[config.mk]
export PLATFORM = sky130hd
export DESIGN_NAME = load_store_unit
export DESIGN_NICKNAME = d
export VERILOG_FILES = /design/src/rtl/load_store_unit.sv
export SDC_FILE = /design/constraint.sdc
export NUM_CORES = 1
export LEC_CHECK = 0
export ABC_CLOCK_PERIOD_IN_PS = 2900
export CORE_AREA = 2 2 140 142
export DETAILED_ROUTE_END_ITERATION = 10
export DIE_AREA = 0 0 142 144
export GPL_ROUTABILITY_DRIVEN = 0
export PLACE_DENSITY = 0.8
export REMOVE_ABC_BUFFERS = 1
export SLEW_MARGIN = 20
export SYNTH_ARGS = -nofsm -noshare
export SYNTH_HDL_FRONTEND = slang
export SYNTH_SLANG_ARGS = --single-unit
[constraint.sdc]
create_clock -name clk -period 2.9 [get_ports clk]
set_input_delay 0.435 -clock clk [delete_from_list [all_inputs] [get_ports clk]]
set_output_delay 0.435 -clock clk [all_outputs]
set_load 0.02 [all_outputs]
[src/rtl/load_store_unit.sv]
// Data-memory initiator: turns one load/store request into one or two word-bus accesses
// and merges split load data. Optional macro LSU_MISALIGN_TRAP_EN traps split accesses instead.
module load_store_unit #(
    parameter int XLEN = 32,
    parameter int ALEN = 32
) (
    input  logic            clk,
    input  logic            rst_n,
    input  logic            req_valid,
    output logic            req_ready,
    input  logic            req_write,
    input  logic [2:0]      req_funct3,
    input  logic [ALEN-1:0] req_addr,
    input  logic [XLEN-1:0] req_wdata,
    output logic            resp_valid,
    output logic [XLEN-1:0] resp_rdata,
    output logic            resp_misaligned,
    output logic            mem_write,
    output logic [3:0]      mem_be,
    output logic [2:0]      mem_funct3,
    output logic [ALEN-1:0] mem_addr,
    output logic [XLEN-1:0] mem_wdata,
    input  logic [XLEN-1:0] mem_rdata
);
    typedef enum logic [1:0] {IDLE, ISSUE0, ISSUE1, RESP} state_t;

    state_t          state_q;
    logic            wr_q, split_q, resp_valid_q;
    logic [2:0]      f3_q;
    logic [1:0]      off_q;
    logic [3:0]      be_hi_q;
    logic [ALEN-1:0] addr_hi_q;
    logic [XLEN-1:0] wdata_hi_q, lo_word_q;
    logic            mem_write_q;
    logic [3:0]      mem_be_q;
    logic [2:0]      mem_funct3_q;
    logic [ALEN-1:0] mem_addr_q;
    logic [XLEN-1:0] mem_wdata_q;

    logic            in_split;
    logic [3:0]      in_mask;
    logic [7:0]      in_lanes;
    logic [1:0]      in_neg_off;
    logic [ALEN-3:0] in_word_nxt;
    logic [XLEN-1:0] split_word, split_val;

    assign in_mask     = (req_funct3[1:0] == 2'b00) ? 4'b0001 :
                         (req_funct3[1:0] == 2'b01) ? 4'b0011 : 4'b1111;
    assign in_split    = ((req_funct3[1:0] == 2'b01) && (req_addr[1:0] == 2'b11)) ||
                         ((req_funct3[1:0] == 2'b10) && (req_addr[1:0] != 2'b00));
    // Low nibble drives the first access, high nibble spills into the next word.
    assign in_lanes    = {4'b0000, in_mask} << req_addr[1:0];
    assign in_neg_off  = 2'd0 - req_addr[1:0];
    assign in_word_nxt = req_addr[ALEN-1:2] + (ALEN-2)'(1);

    // Second word arrives in RESP; first word was latched during ISSUE1.
    assign split_word = XLEN'({mem_rdata, lo_word_q} >> {off_q, 3'b000});
    assign split_val  = (f3_q[1:0] == 2'b10) ? split_word :
                        f3_q[2] ? {{(XLEN-16){1'b0}}, split_word[15:0]} :
                                  {{(XLEN-16){split_word[15]}}, split_word[15:0]};

`ifdef LSU_MISALIGN_TRAP_EN
    logic mis_q;
    assign resp_misaligned = mis_q;
`else
    assign resp_misaligned = 1'b0;
`endif

    assign req_ready  = (state_q == IDLE);
    assign resp_valid = resp_valid_q;
    assign resp_rdata = (resp_valid_q && !wr_q && !resp_misaligned) ?
                        (split_q ? split_val : mem_rdata) : '0;
    assign mem_write  = mem_write_q;
    assign mem_be     = mem_be_q;
    assign mem_funct3 = mem_funct3_q;
    assign mem_addr   = mem_addr_q;
    assign mem_wdata  = mem_wdata_q;

    always_ff @(posedge clk or negedge rst_n) begin
        if (!rst_n) begin
            state_q      <= IDLE;
            wr_q         <= 1'b0;
            split_q      <= 1'b0;
            resp_valid_q <= 1'b0;
            f3_q         <= '0;
            off_q        <= '0;
            be_hi_q      <= '0;
            addr_hi_q    <= '0;
            wdata_hi_q   <= '0;
            lo_word_q    <= '0;
            mem_write_q  <= 1'b0;
            mem_be_q     <= '0;
            mem_funct3_q <= '0;
            mem_addr_q   <= '0;
            mem_wdata_q  <= '0;
`ifdef LSU_MISALIGN_TRAP_EN
            mis_q        <= 1'b0;
`endif
        end else begin
            case (state_q)
                IDLE: begin
                    if (req_valid) begin
                        wr_q       <= req_write;
                        f3_q       <= req_funct3;
                        off_q      <= req_addr[1:0];
                        split_q    <= in_split;
                        be_hi_q    <= in_lanes[7:4];
                        addr_hi_q  <= {in_word_nxt, 2'b00};
                        wdata_hi_q <= req_wdata >> {in_neg_off, 3'b000};
`ifdef LSU_MISALIGN_TRAP_EN
                        if (in_split) begin
                            state_q      <= RESP;
                            resp_valid_q <= 1'b1;
                            mis_q        <= 1'b1;
                        end else
`endif
                        begin
                            state_q      <= ISSUE0;
                            mem_write_q  <= req_write;
                            mem_be_q     <= req_write ? in_lanes[3:0] : 4'b0000;
                            mem_addr_q   <= req_addr;
                            mem_wdata_q  <= req_wdata;
                            mem_funct3_q <= in_split ? 3'b010 : req_funct3;
                        end
                    end
                end
                ISSUE0: begin
                    if (split_q) begin
                        state_q      <= ISSUE1;
                        mem_addr_q   <= addr_hi_q;
                        mem_be_q     <= be_hi_q;
                        mem_wdata_q  <= wdata_hi_q;
                        mem_funct3_q <= 3'b010;
                    end else begin
                        state_q      <= RESP;
                        mem_write_q  <= 1'b0;
                        mem_be_q     <= 4'b0000;
                        resp_valid_q <= 1'b1;
                    end
                end
                ISSUE1: begin
                    lo_word_q    <= mem_rdata;
                    state_q      <= RESP;
                    mem_write_q  <= 1'b0;
                    mem_be_q     <= 4'b0000;
                    resp_valid_q <= 1'b1;
                end
                RESP: begin
                    state_q      <= IDLE;
                    resp_valid_q <= 1'b0;
`ifdef LSU_MISALIGN_TRAP_EN
                    mis_q        <= 1'b0;
`endif
                end
                default: state_q <= IDLE;
            endcase
        end
    end
endmodule

==> Yosys cells after proc, flatten, opt, wreduce, memory -nomap -nowiden <==
Index checks and enable logic that the tools add are counted.
{ "totals": {"regBits": 180, "input_bits": 103, "output_inout_bits": 107, "wordCells": 74} }
{ "classes": {"addsub": 2, "eq_ne": 10, "shifts": 3, "n_mux": 28, "reduce_logical": 16} }
{ "ops": {"columns": ["operator", "n"], "rows": [
  ["$mux W32", 8],
  ["$pmux W32 S2", 2],
  ["$shr A64 B5 Y32", 1],
  ["$shr A32 B5 Y32", 1],
  ["$add A30 B1 Y30 const B", 1],
  ["$mux W4", 5],
  ["$pmux W4 S3", 1],
  ["$eq A2 B2 Y1 const B", 5],
  ["$mux W3", 3],
  ["$pmux W2 S4", 1],
  ["$shl A4 B2 Y8", 1],
  ["$ne A2 B2 Y1 const B", 3],
  ["$pmux W1 S3", 2],
  ["$pmux W3 S2", 1],
  ["$reduce_and A2 Y1", 3],
  ["$reduce_and A3 Y1", 2],
  ["$reduce_bool A3 Y1", 2],
  ["$eq A2 B1 Y1 const B", 2],
  ["$logic_not A2 Y1", 2],
  ["$mux W1", 4],
  ["$reduce_bool A2 Y1", 2],
  ["$logic_and A1 B1 Y1", 3],
  ["$mux W2", 1],
  ["$sub A1 B2 Y2 const A", 1],
  ["2 further kinds", 2]
]} }

==> Logic depth before layout (Yosys ltp) <==
Gate-level depths: netlist of run 1.
{ "logic_depth": {"depth_word": 7, "ltp_mapped": 10, "mapped_depth_nobuf": 6} }

==> Least setup slack after synthesis of run 1 <==
OpenSTA, ideal clock, no wires.
{ "synth_timing": {"path_kind": "input to register", "from": "in req_addr[0]", "to": "reg wdata_hi_q[6]", "setup_time_ns": 0.125, "arrival_ns": 2.228, "required_time_ns": 2.775, "slack_ns": 0.547, "cell_stages": 8, "path_buffers": 4, "path_cell_list": "clkbuf_1 buf_1 inv_1 ha_1 clkbuf_1 clkbuf_1 a21oi_1 mux2_2"} }
{ "synth_via": {"elab_chain_len": 2} }
{ "synth_lines": {"columns": ["item", "line_no", "source"], "rows": [
  ["from (decl)", "13", "input logic [ALEN-1:0] req_addr,"],
  ["$sub A1 B2 Y2", "53", "assign in_neg_off = 2'd0 - req_addr[1:0];"],
  ["$shr A32 B5 Y32", "109", "wdata_hi_q <= req_wdata >> {in_neg_off, 3'b000};"],
  ["to (signal assigned)", "109", null],
  ["to (decl)", "33", "logic [XLEN-1:0] wdata_hi_q, lo_word_q;"]
]} }
No other way between the ends.
A chain may end at the register's enable or synchronous reset.

==> Final worst setup path of run 1 <==
{ "layout_timing": {"from": "reg off_q[1]", "to": "out resp_rdata[31]"} }
{ "layout_via": {"elab_chain_len": 5} }
{ "layout_lines": {"columns": ["item", "line_no", "source"], "rows": [
  ["from (decl)", "30", "logic [1:0] off_q;"],
  ["from (signal assigned)", "105", "off_q <= req_addr[1:0];"],
  ["$shr A64 B5 Y32 *", "57", "assign split_word = XLEN'({mem_rdata, lo_word_q} >> {off_q, 3'b000});"],
  ["$mux W32", "59", "f3_q[2] ? {{(XLEN-16){1'b0}}, split_word[15:0]} :"],
  ["$mux W32 *", "58", "assign split_val = (f3_q[1:0] == 2'b10) ? split_word :"],
  ["$mux W32 *", "72", "(split_q ? split_val : mem_rdata) : '0;"],
  ["$mux W32 *", "71", "assign resp_rdata = (resp_valid_q && !wr_q && !resp_misaligned) ?"],
  ["to (decl)", "16", "output logic [XLEN-1:0] resp_rdata,"]
]} }
Every way passes the cells marked *; elsewhere a longest branch is shown, timed or not.

==> results of run 1 <==
## flip-flops by register name, summed over array words and instances, names as in the netlist
name        flops
lo_word_q      32
mem_addr       32
mem_wdata      32
wdata_hi_q     32
addr_hi_q      30
mem_be          4
be_hi_q         3
f3_q            3
mem_funct3      3
off_q           2
state_q         2
mem_write       1
resp_valid      1
split_q         1
wr_q            1
## path summary, 6_finish.rpt
check / slack [ns] / end / startpoint
worst min register to register: 0.47 / wr_q / wr_q
worst max register to register: 0.55 / mem_wdata[30] / state_q[0]
min in group clk: 0.39 / mem_addr[0] / req_addr[0]
worst max-delay path: 0.05 / resp_rdata[31] / off_q[1]
worst min-delay path: 0.03 / mem_wdata[23] / rst_n
max in group asynchronous: 2.13 / wdata_hi_q[25] / rst_n
## cells in the mapped netlist (3+ instances only)
cell type,count,share of area
nor3_1,7,0.0036
or4_1,12,0.0093
a21o_1,3,0.0023
nand2b_1,19,0.012
a211oi_1,8,0.0062
nor2b_1,13,0.0084
nand2_1,126,0.049
or3_1,8,0.0051
mux2i_1,97,0.10
dfrtp_1,179,0.46
nor2_1,55,0.021
a21oi_1,37,0.019
inv_1,9,0.0035
ha_1,9,0.012
mux4_2,29,0.067
o21bai_1,13,0.010
buf_2,9,0.0046
mux2_2,47,0.054
o31ai_1,16,0.012
nand4_1,4,0.0026
nand3_1,11,0.0057
a22o_1,9,0.0081
a31oi_1,17,0.011
xnor2_1,9,0.0081
buf_1,11,0.0042
and3_1,4,0.0026
o21ai_0,103,0.053
clkbuf_8,4,0.0057
clkbuf_1,46,0.018
## cell families (layout without fill, tap and decap cells)
logic type	count (synthesis)	after routing	synth area share
simple gates	271	271	0.130
compound gates	213	213	0.128
flops	179	179	0.460
mux	173	173	0.221
buf+inv	82	292	0.0387
xor+xnor	11	11	0.00990
fa+ha+maj	9	9	0.0116
other cells	1	2	0.000385
## cell type report
cell class,instances,share of cell area
multi-input combinational,678,0.382
sequential,179,0.350
timing repair buffer,252,0.190
clock buffer,19,0.0353
tap,238,0.0232
clock inverter,12,0.0158
inverter,9,0.00264
antenna,1,0.000195
## critical path: stages (launching register included)
cell and delay [ns]:
dfrtp_2 0.45, mux2_2 0.37, a222oi_1 0.31, buf_4 0.19
buf_4 0.10, buf_4 0.10, a21o_1 0.08, a21oi_1 0.05
dlygate4sd2_1 0.33
## layer usage
layer	part of all wire	track usage	vias to the layer above
li1	-	-	3773
met1	0.42	0.314	3801
met2	0.48	0.399	265
met3	0.084	0.0738	33
met4	0.016	0.0747	0
met5	0	0	-
## through the flow
step	power [uW]	hold slack [ns]
2_1_floorplan	9180	0.139
3_3_place_gp	12000	0.452
3_5_place_dp	12200	0.464
4_1_cts	14700	0.0600
5_1_grt	15600	0.0801
6_report	14700	0.0267
## power groups by stage
stage,sequential (uW),combinational [uW],clock [uW]
finish,4550,7540,2560
global route,4700,8230,2710
CTS,4570,7500,2600
detailed placement,4580,7610,0
global placement,4530,7440,0
floorplan,5110,4070,0
## timing repair
| item | in CTS | in global routing |
|---|---|---|
| endpoints found under the hold margin | 0 | 0 |
| endpoints found under the setup margin | 26 | 15 |
| resized for setup | 28 | 24 |
| pin swaps | 0 | 1 |
| gates cloned | 0 | 1 |
| buffers inserted | 0 | 7 |
==> metrics.txt, run 1 <==
status complete, no violations; fin crit share 0.984; Syn Area/Cell 10.4 um^2; Post-Place Setup Slack -0.0903 ns; finished layout cell area 0.0128 mm^2; largest net degree at the start of global routing 76; row count 51; worst-skew pair later-pin latency 0.43 ns; Seq/Total Area, Yosys 0.460; Yosys reg bits 179; core area 0.0191 mm^2; Leak 0.00535 uW; worst-margin pin slew 0.619 ns; Placement Cell Area 0.0121 mm^2; die width 142 um; DR iter-0 viols 401; Post-Synthesis Cells 939; crit-path max FO 6; drt pass-1 iters 5; Power Internal 8970 uW; total global routing overflow 0; Sw Pwr 5680 uW; Post-CTS Hold Buffers 0; Worst setup EP type output pin; P&R area growth vs syn 31.7%; vias in the first global route 7644; commonest non-fill, non-tap cell in the layout clkdlybuf4s50_1; Seq pwr share 0.311; Peak Freq 350 MHz; Final Hold Violating Endpoints 0; CTS tree built; I/O pin cnt 210; initial antenna violation count 1; H-tree levels 4; worst vdd ir 0.548 mV; final std cells w/o fill 1388; total of max-cap violations 0; final setup fails 0; Critical Path AT 2.42 ns; total CTS buffers 17; EDFF count, synth 0; ys async rst share 1.00; Netlist Area Pre-Place 0.00973 mm^2; Sw Share 0.388; YS warnings 0; PwrDens 1140 mW/mm^2; clock network power share 0.175; critical path launch point type register; register area 0.00448 mm^2; area occupied by multi-input gates 0.00490 mm^2; WL final 24500 um; die extent in y 144 um; Layout Utilization 0.672; DP HPWL 17100 um; # fillers 1475; clock buffer depth 2; wire per inst 17.7 um; CP Data Required Time 2.47 ns; DRC 0; nets 1249; dpl cells 1348; setup TNS 0 ns; Final Slew Violations 0; relative slew slack 0.587; predominant post-synthesis flop cell dfrtp_1; Tmin final 2.85 ns; Reg2Reg Depth 6; post-route ant nets 0; Final Skew 0.00580 ns; fraction of layout instances using a drive strength above 1 0.150; CTS root buffer clkbuf_16; first-pass GRT wire length 39500 um; DR vias 7872; crit path kind register to output pin; DR vias/cell 5.67; combinational share of power 0.515; Starting Density 0.510; clk slew on worst S/H paths 0.07 ns; die area 0.0204 mm^2; Sink Count 179; most frequent cells in the layout clkdlybuf4s50_1 (182), dfrtp_1 (177), nand2_1 (125); HP Class input port to asynchronous set/reset pin; IO buf count 208; final worst slack 0.0466 ns; GRT Overall Usage 0.244; Synth cell types 49
Power figures use the tool's default switching activity.
==> inputs of run 2 (changes only) <==
--- a/config.mk
+++ b/config.mk
@@ -6,9 +6,9 @@
 export NUM_CORES = 1
 export LEC_CHECK = 0
 export ABC_CLOCK_PERIOD_IN_PS = 2900
-export CORE_AREA = 2 2 140 142
+export CORE_AREA = 2 2 128 155
 export DETAILED_ROUTE_END_ITERATION = 10
-export DIE_AREA = 0 0 142 144
+export DIE_AREA = 0 0 130 157
 export GPL_ROUTABILITY_DRIVEN = 0
 export PLACE_DENSITY = 0.8
 export REMOVE_ABC_BUFFERS = 1
==> run 2 against run 1 <==
Count of clock-buffer cells in the layout fell by 1. Die area fell by 0.19%. Final cell count rose by 0.36%. Register-to-register slack barely moved. Hold slack got worse by 0.011 ns.
==> metrics.txt, run 2 (synthesis results as in run 1) <==
status complete, no violations; drt pass-1 iters 4 (-1); DR vias 7827 (-0.57%); RSZ-0062 raised after global routing false; most frequent cells in the layout clkdlybuf4s50_1 (184), dfrtp_1 (177), nand2_1 (125); clk slew on worst S/H paths 0.07 ns (about the same); Critical Path AT 2.34 ns (-0.08 ns); fraction of layout instances using a drive strength above 1 0.133 (-0.0169); Final Slew Violations 0 (unchanged); Final Hold Violating Endpoints 0 (unchanged); CTS tree built; Starting Density 0.518 (+0.00795); GRT Overall Usage 0.246 (+0.00271); # fillers 1464 (-0.75%); crit path kind register to output pin; nets 1237 (-0.96%); crit-path max FO 15 (+9); IO buf count 208 (unchanged); H-tree levels 4 (unchanged); critical path launch point type register; Ant. Diodes 0 (-1); vias in the first global route 7777 (+1.7%); row count 55 (+7.8%); relative slew slack 0.440 (-0.148); Sink Count 179 (unchanged); P&R area growth vs syn 30.9%; dpl cells 1359 (+0.82%); clock buffer depth 2 (unchanged); post-route ant nets 0 (unchanged); total of max-cap violations 0 (unchanged); die area 0.0204 mm^2 (-0.19%); final std cells w/o fill 1393 (+0.36%); CTS root buffer clkbuf_16; DP HPWL 17200 um (+0.87%); commonest non-fill, non-tap cell in the layout clkdlybuf4s50_1; Final Skew 0.0121 ns (+0.00626 ns); wire per inst 17.7 um (about the same); Hold WS 0.0156 ns (-0.0111 ns); HP Class input port to asynchronous set/reset pin; Worst setup EP type output pin; worst-skew pair later-pin latency 0.43 ns (about the same); worst vdd ir 0.585 mV (+6.9%); die width 130 um (-8.5%); fin crit share 0.955 (-0.0284); Post-CTS Hold Buffers 0 (unchanged); DR iter-0 viols 332 (-17%); Leak 0.00532 uW (-0.67%); DR vias/cell 5.62 (-0.93%); largest net degree at the start of global routing 74 (-2.6%); Peak Freq 361 MHz (+3.0%); total CTS buffers 17 (unchanged); WL final 24600 um (+0.29%); worst-margin pin slew 0.841 ns (+0.222 ns); first-pass GRT wire length 39800 um (+0.96%); total global routing overflow 0 (unchanged); PwrDens 1130 mW/mm^2 (-1.3%); DRC 0 (unchanged); final setup fails 0 (unchanged); core area 0.0188 mm^2 (-1.5%); Tmin final 2.77 ns (-0.0824 ns); CP Data Required Time 2.47 ns (about the same); initial antenna violation count 0 (-1); Tot Pwr 14400 uW (-1.8%); setup TNS 0 ns (unchanged); die extent in y 157 um (+9.0%); I/O pin cnt 210 (unchanged)
==> run 2: cell count changes in the layout (fill, tap and decap cells not counted), moves of 3 or more <==
cell / change
buf_4: -12
bufinv_16: -3
clkbuf_2: -8
clkdlybuf4s15_1: -5
dlygate4sd2_1: +10
inv_6: +5
==> run 2: final cells by class <==
type	count	area, um^2	area share
Multi-Input combinational cell	678	4900	0.385
Sequential cell	179	4480	0.352
Timing Repair Buffer	240	2420	0.190
Clock buffer	18	429	0.0337
Tap cell	256	320	0.0251
Clock inverter	13	149	0.0117
Inverter	9	33.8	0.00265
==> run 2: worst max-delay path, cell delays in order, from the launching register on <==
cell	delay [ns]
dfrtp_2	0.44
mux2_2	0.37
a222oi_1	0.29
buf_4	0.25
o21bai_1	0.13
a21oi_1	0.10
dlygate4sd2_1	0.33
==> run 2: path summary, 6_finish.rpt <==
kind	start	end	slack [ns]	depth (start not counted)
min in group clk	req_addr[0]	mem_addr[0]	0.42	3
setup / recovery	off_q[1]	resp_rdata[28]	0.13	6
max in group asynchronous	rst_n	resp_valid	2.10	2
hold / removal	rst_n	lo_word_q[7]	0.02	1
setup reg to reg	state_q[0]	mem_addr[10]	0.54	6
hold reg to reg	mem_addr[5]	mem_addr[5]	0.48	2
==> run 2: where the power goes <==
group | internal (uW) | switching [uW]
clock network | 1280 | 1020
registers | 3730 | 780
logic | 3660 | 3910
==> run 2: metal layers <==
metal	global-route usage	wire, um
met4	0.0722	436
met3	0.0666	1850
met1	0.304	10200
met2	0.422	12200
met5	0	0
==> run 2: repair_timing <==
action | in CTS | in global routing
setup buffers | 0 | 2
endpoints found under the setup margin | 24 | 10
resized for setup | 22 | 1
gates cloned | 1 | 0
endpoints found under the hold margin | 0 | 0
==> run 2: stage by stage <==
stage	setup slack, ns	cell area, um^2	utilization
floorplan	-2.55	9390	-
global placement	0.0951	12100	0.646
detailed placement	0.0569	12100	0.646
CTS	0.00181	12700	0.677
global route	0.0129	12700	0.678
finish	0.129	12700	0.678
==> inputs of run 3 (changes only) <==
--- a/config.mk
+++ b/config.mk
@@ -6,11 +6,12 @@
 export NUM_CORES = 1
 export LEC_CHECK = 0
 export ABC_CLOCK_PERIOD_IN_PS = 2900
-export CORE_AREA = 2 2 128 155
+export CORE_AREA = 2 2 127 154
+export CTS_BUF_LIST = sky130_fd_sc_hd__clkbuf_4
 export DETAILED_ROUTE_END_ITERATION = 10
-export DIE_AREA = 0 0 130 157
+export DIE_AREA = 0 0 129 156
 export GPL_ROUTABILITY_DRIVEN = 0
-export PLACE_DENSITY = 0.8
+export PLACE_DENSITY = 0.81
 export REMOVE_ABC_BUFFERS = 1
 export SLEW_MARGIN = 20
 export SYNTH_ARGS = -nofsm -noshare
==> run 3 against run 2 <==
Clock skew grew 0.011 ns. Register-to-register slack is essentially flat. Hold slack gained 0.20 ns. Setup slack lost 0.049 ns. Critical path type unchanged. Critical path depth shrank 1. Largest cell class unchanged. Clock power shrank 38%. Via count grew 1.1%. Count of clock-buffer cells in the layout is the same. Combinational power grew 0.9%. Final cell count grew 0.57%.
==> metrics.txt, run 3 (synthesis results as in run 1) <==
Ant. Diodes 0 (unchanged); nets 1244 (+0.57%); DP HPWL 17200 um (+0.11%); Final Slew Violations 0 (unchanged); CTS tree built; HP Class input port to register; status complete, no violations; P&R area growth vs syn 28.2%; die width 129 um (-0.77%); total of max-cap violations 0 (unchanged); die extent in y 156 um (-0.64%); core area 0.0186 mm^2 (-0.73%); die area 0.0201 mm^2 (-1.4%); Tmin final 2.82 ns (+0.0486 ns); wire per inst 17.5 um (-0.82%); Leak 0.00523 uW (-1.6%); Final Skew 0.0226 ns (+0.0105 ns); total global routing overflow 0 (unchanged); H-tree levels 4 (unchanged); RSZ-0062 raised after global routing true; Starting Density 0.522 (+0.00382); M3 GR Usage 0.0689 (+0.00231); Hold Path Cell Cnt 3; WL final 24500 um (-0.25%); R2R Path End mem_wdata[0]; FF-to-FF setup slack 0.54 ns (about the same); row count 55 (unchanged); Reg2Reg Depth 6 (unchanged); # fillers 1507 (+2.9%); met2 Usage GRT 0.437 (+0.0143); Peak Freq 355 MHz (-1.7%); total CTS buffers 17 (unchanged); Tot Pwr 13600 uW (-5.6%); worst vdd ir 0.583 mV (-0.40%); fraction of layout instances using a drive strength above 1 0.156 (+0.0235); most frequent cells in the layout dfrtp_1 (177), clkdlybuf4s50_1 (174), nand2_1 (125); dpl cells 1360 (+0.074%); reg2reg start state_q[0]; drt pass-1 iters 5 (+1); DR vias 7915 (+1.1%); clock buffer depth 2 (unchanged); IO buf count 208 (unchanged); Sw Pwr 5650 uW (-1.1%); crit-path max FO 25 (+10); PwrDens 1090 mW/mm^2 (-3.6%); Final Hold Violating Endpoints 0 (unchanged); initial antenna violation count 0 (unchanged); Critical Path AT 2.38 ns (+0.04 ns); Power Internal 7930 uW (-8.6%); final std cells w/o fill 1401 (+0.57%); hold path start req_addr[0]; combinational share of power 0.562 (+0.036); I/O pin cnt 210 (unchanged); clk slew on worst S/H paths 0.13 ns (+0.06 ns); critical path launch point type register; Seq pwr share 0.332 (+0.018); relative slew slack 0.429 (-0.0106); DR vias/cell 5.65 (+0.55%); Sink Count 179 (unchanged); met1 Use GR 0.309 (+0.00432); Hold WS 0.219 ns (+0.203 ns); final setup fails 0 (unchanged); commonest non-fill, non-tap cell in the layout dfrtp_1; DR iter-0 viols 459 (+38%); Worst Hold End mem_addr[0]; vias in the first global route 8032 (+3.3%); GRT Overall Usage 0.252 (+0.00590); clock network power share 0.105 (-0.055); Worst setup EP type output pin; worst-margin pin slew 0.855 ns (+0.0141 ns); crit path kind register to output pin; most used routing layer met2; DRC 0 (unchanged); CP Data Required Time 2.47 ns (about the same); worst-skew pair later-pin latency 0.56 ns (+0.13 ns); largest net degree at the start of global routing 73 (-1.4%); Sw Share 0.416 (+0.0190); first-pass GRT wire length 40300 um (+1.2%); fin crit share 0.972 (+0.0168); CTS root buffer clkbuf_4; post-route ant nets 0 (unchanged)
-- run 3: changes by cell type in the layout (fill, tap and decap cells not counted), sizes merged, moves of 2 or more --
cell / before / now
clkdlybuf4s50: 184 / 174
buf: 32 / 53
clkinv: 2 / 4
clkdlybuf4s15: 0 / 4
dlygate4sd2: 21 / 11
-- run 3: power by group through the flow --
stage | combinational, uW | sequential (uW) | clock (uW)
6_report | 7630 | 4510 | 1430
5_1_grt | 8330 | 4670 | 1590
4_1_cts | 7540 | 4510 | 1480
3_5_place_dp | 7590 | 4580 | 0
3_3_place_gp | 7410 | 4520 | 0
2_1_floorplan | 4070 | 5110 | 0
-- run 3: how the worst max path moves through the flow --
stage	startpoint	to	slack [ns]
2_1_floorplan	state_q[1]	mem_addr[10]	-2.55
3_3_place_gp	mem_rdata[7]	resp_rdata[20]	-0.06
3_5_place_dp	mem_rdata[7]	resp_rdata[24]	-0.07
4_1_cts	off_q[1]	resp_rdata[24]	-0.05
5_1_grt	off_q[1]	resp_rdata[25]	-0.08
6_report	off_q[1]	resp_rdata[24]	0.08
-- run 3: repair_timing --
item / in CTS / in global routing
hold buffers: 1 / 0
gates cloned: 1 / 1
pin swaps: 1 / 3
setup buffers: 6 / 1
endpoints found under the setup margin: 31 / 29
endpoints found under the hold margin: 68 / 0
gates resized for setup: 75 / 23
-- run 3: layout make-up --
type / count / area (um^2) / area share
clock inverters: 14 / 150 / 0.0120
flip-flops and latches: 179 / 4480 / 0.359
clock buffers: 18 / 135 / 0.0108
multi-input cells: 678 / 4960 / 0.397
inverters: 9 / 33.8 / 0.00271
repair buffers: 247 / 2400 / 0.192
well taps: 256 / 320 / 0.0257
-- run 3: layer usage --
| metal | share of wire | wire length, um |
|---|---|---|
| met1 | 0.40 | 9830 |
| met2 | 0.51 | 12500 |
| met3 | 0.073 | 1800 |
| met4 | 0.017 | 412 |
| met5 | 0 | 0 |
-- run 3: through the flow --
step	TNS (ns)	worst slack [ns]	utilization	area [um^2]
floorplan	-176.05	-2.55	-	9390
global placement	-0.765	-0.0595	0.649	12100
detailed placement	-0.739	-0.0736	0.649	12100
CTS	-0.0575	-0.0535	0.664	12400
global route	-0.543	-0.0766	0.669	12500
finish	0	0.0804	0.669	12500
-- run 3: critical path, stage by stage (launching register included) --
cell	delay [ns]
dfrtp_2	0.45
buf_4	0.37
mux4_2	0.56
o21bai_1	0.19
a21oi_1	0.09
buf_2	0.17
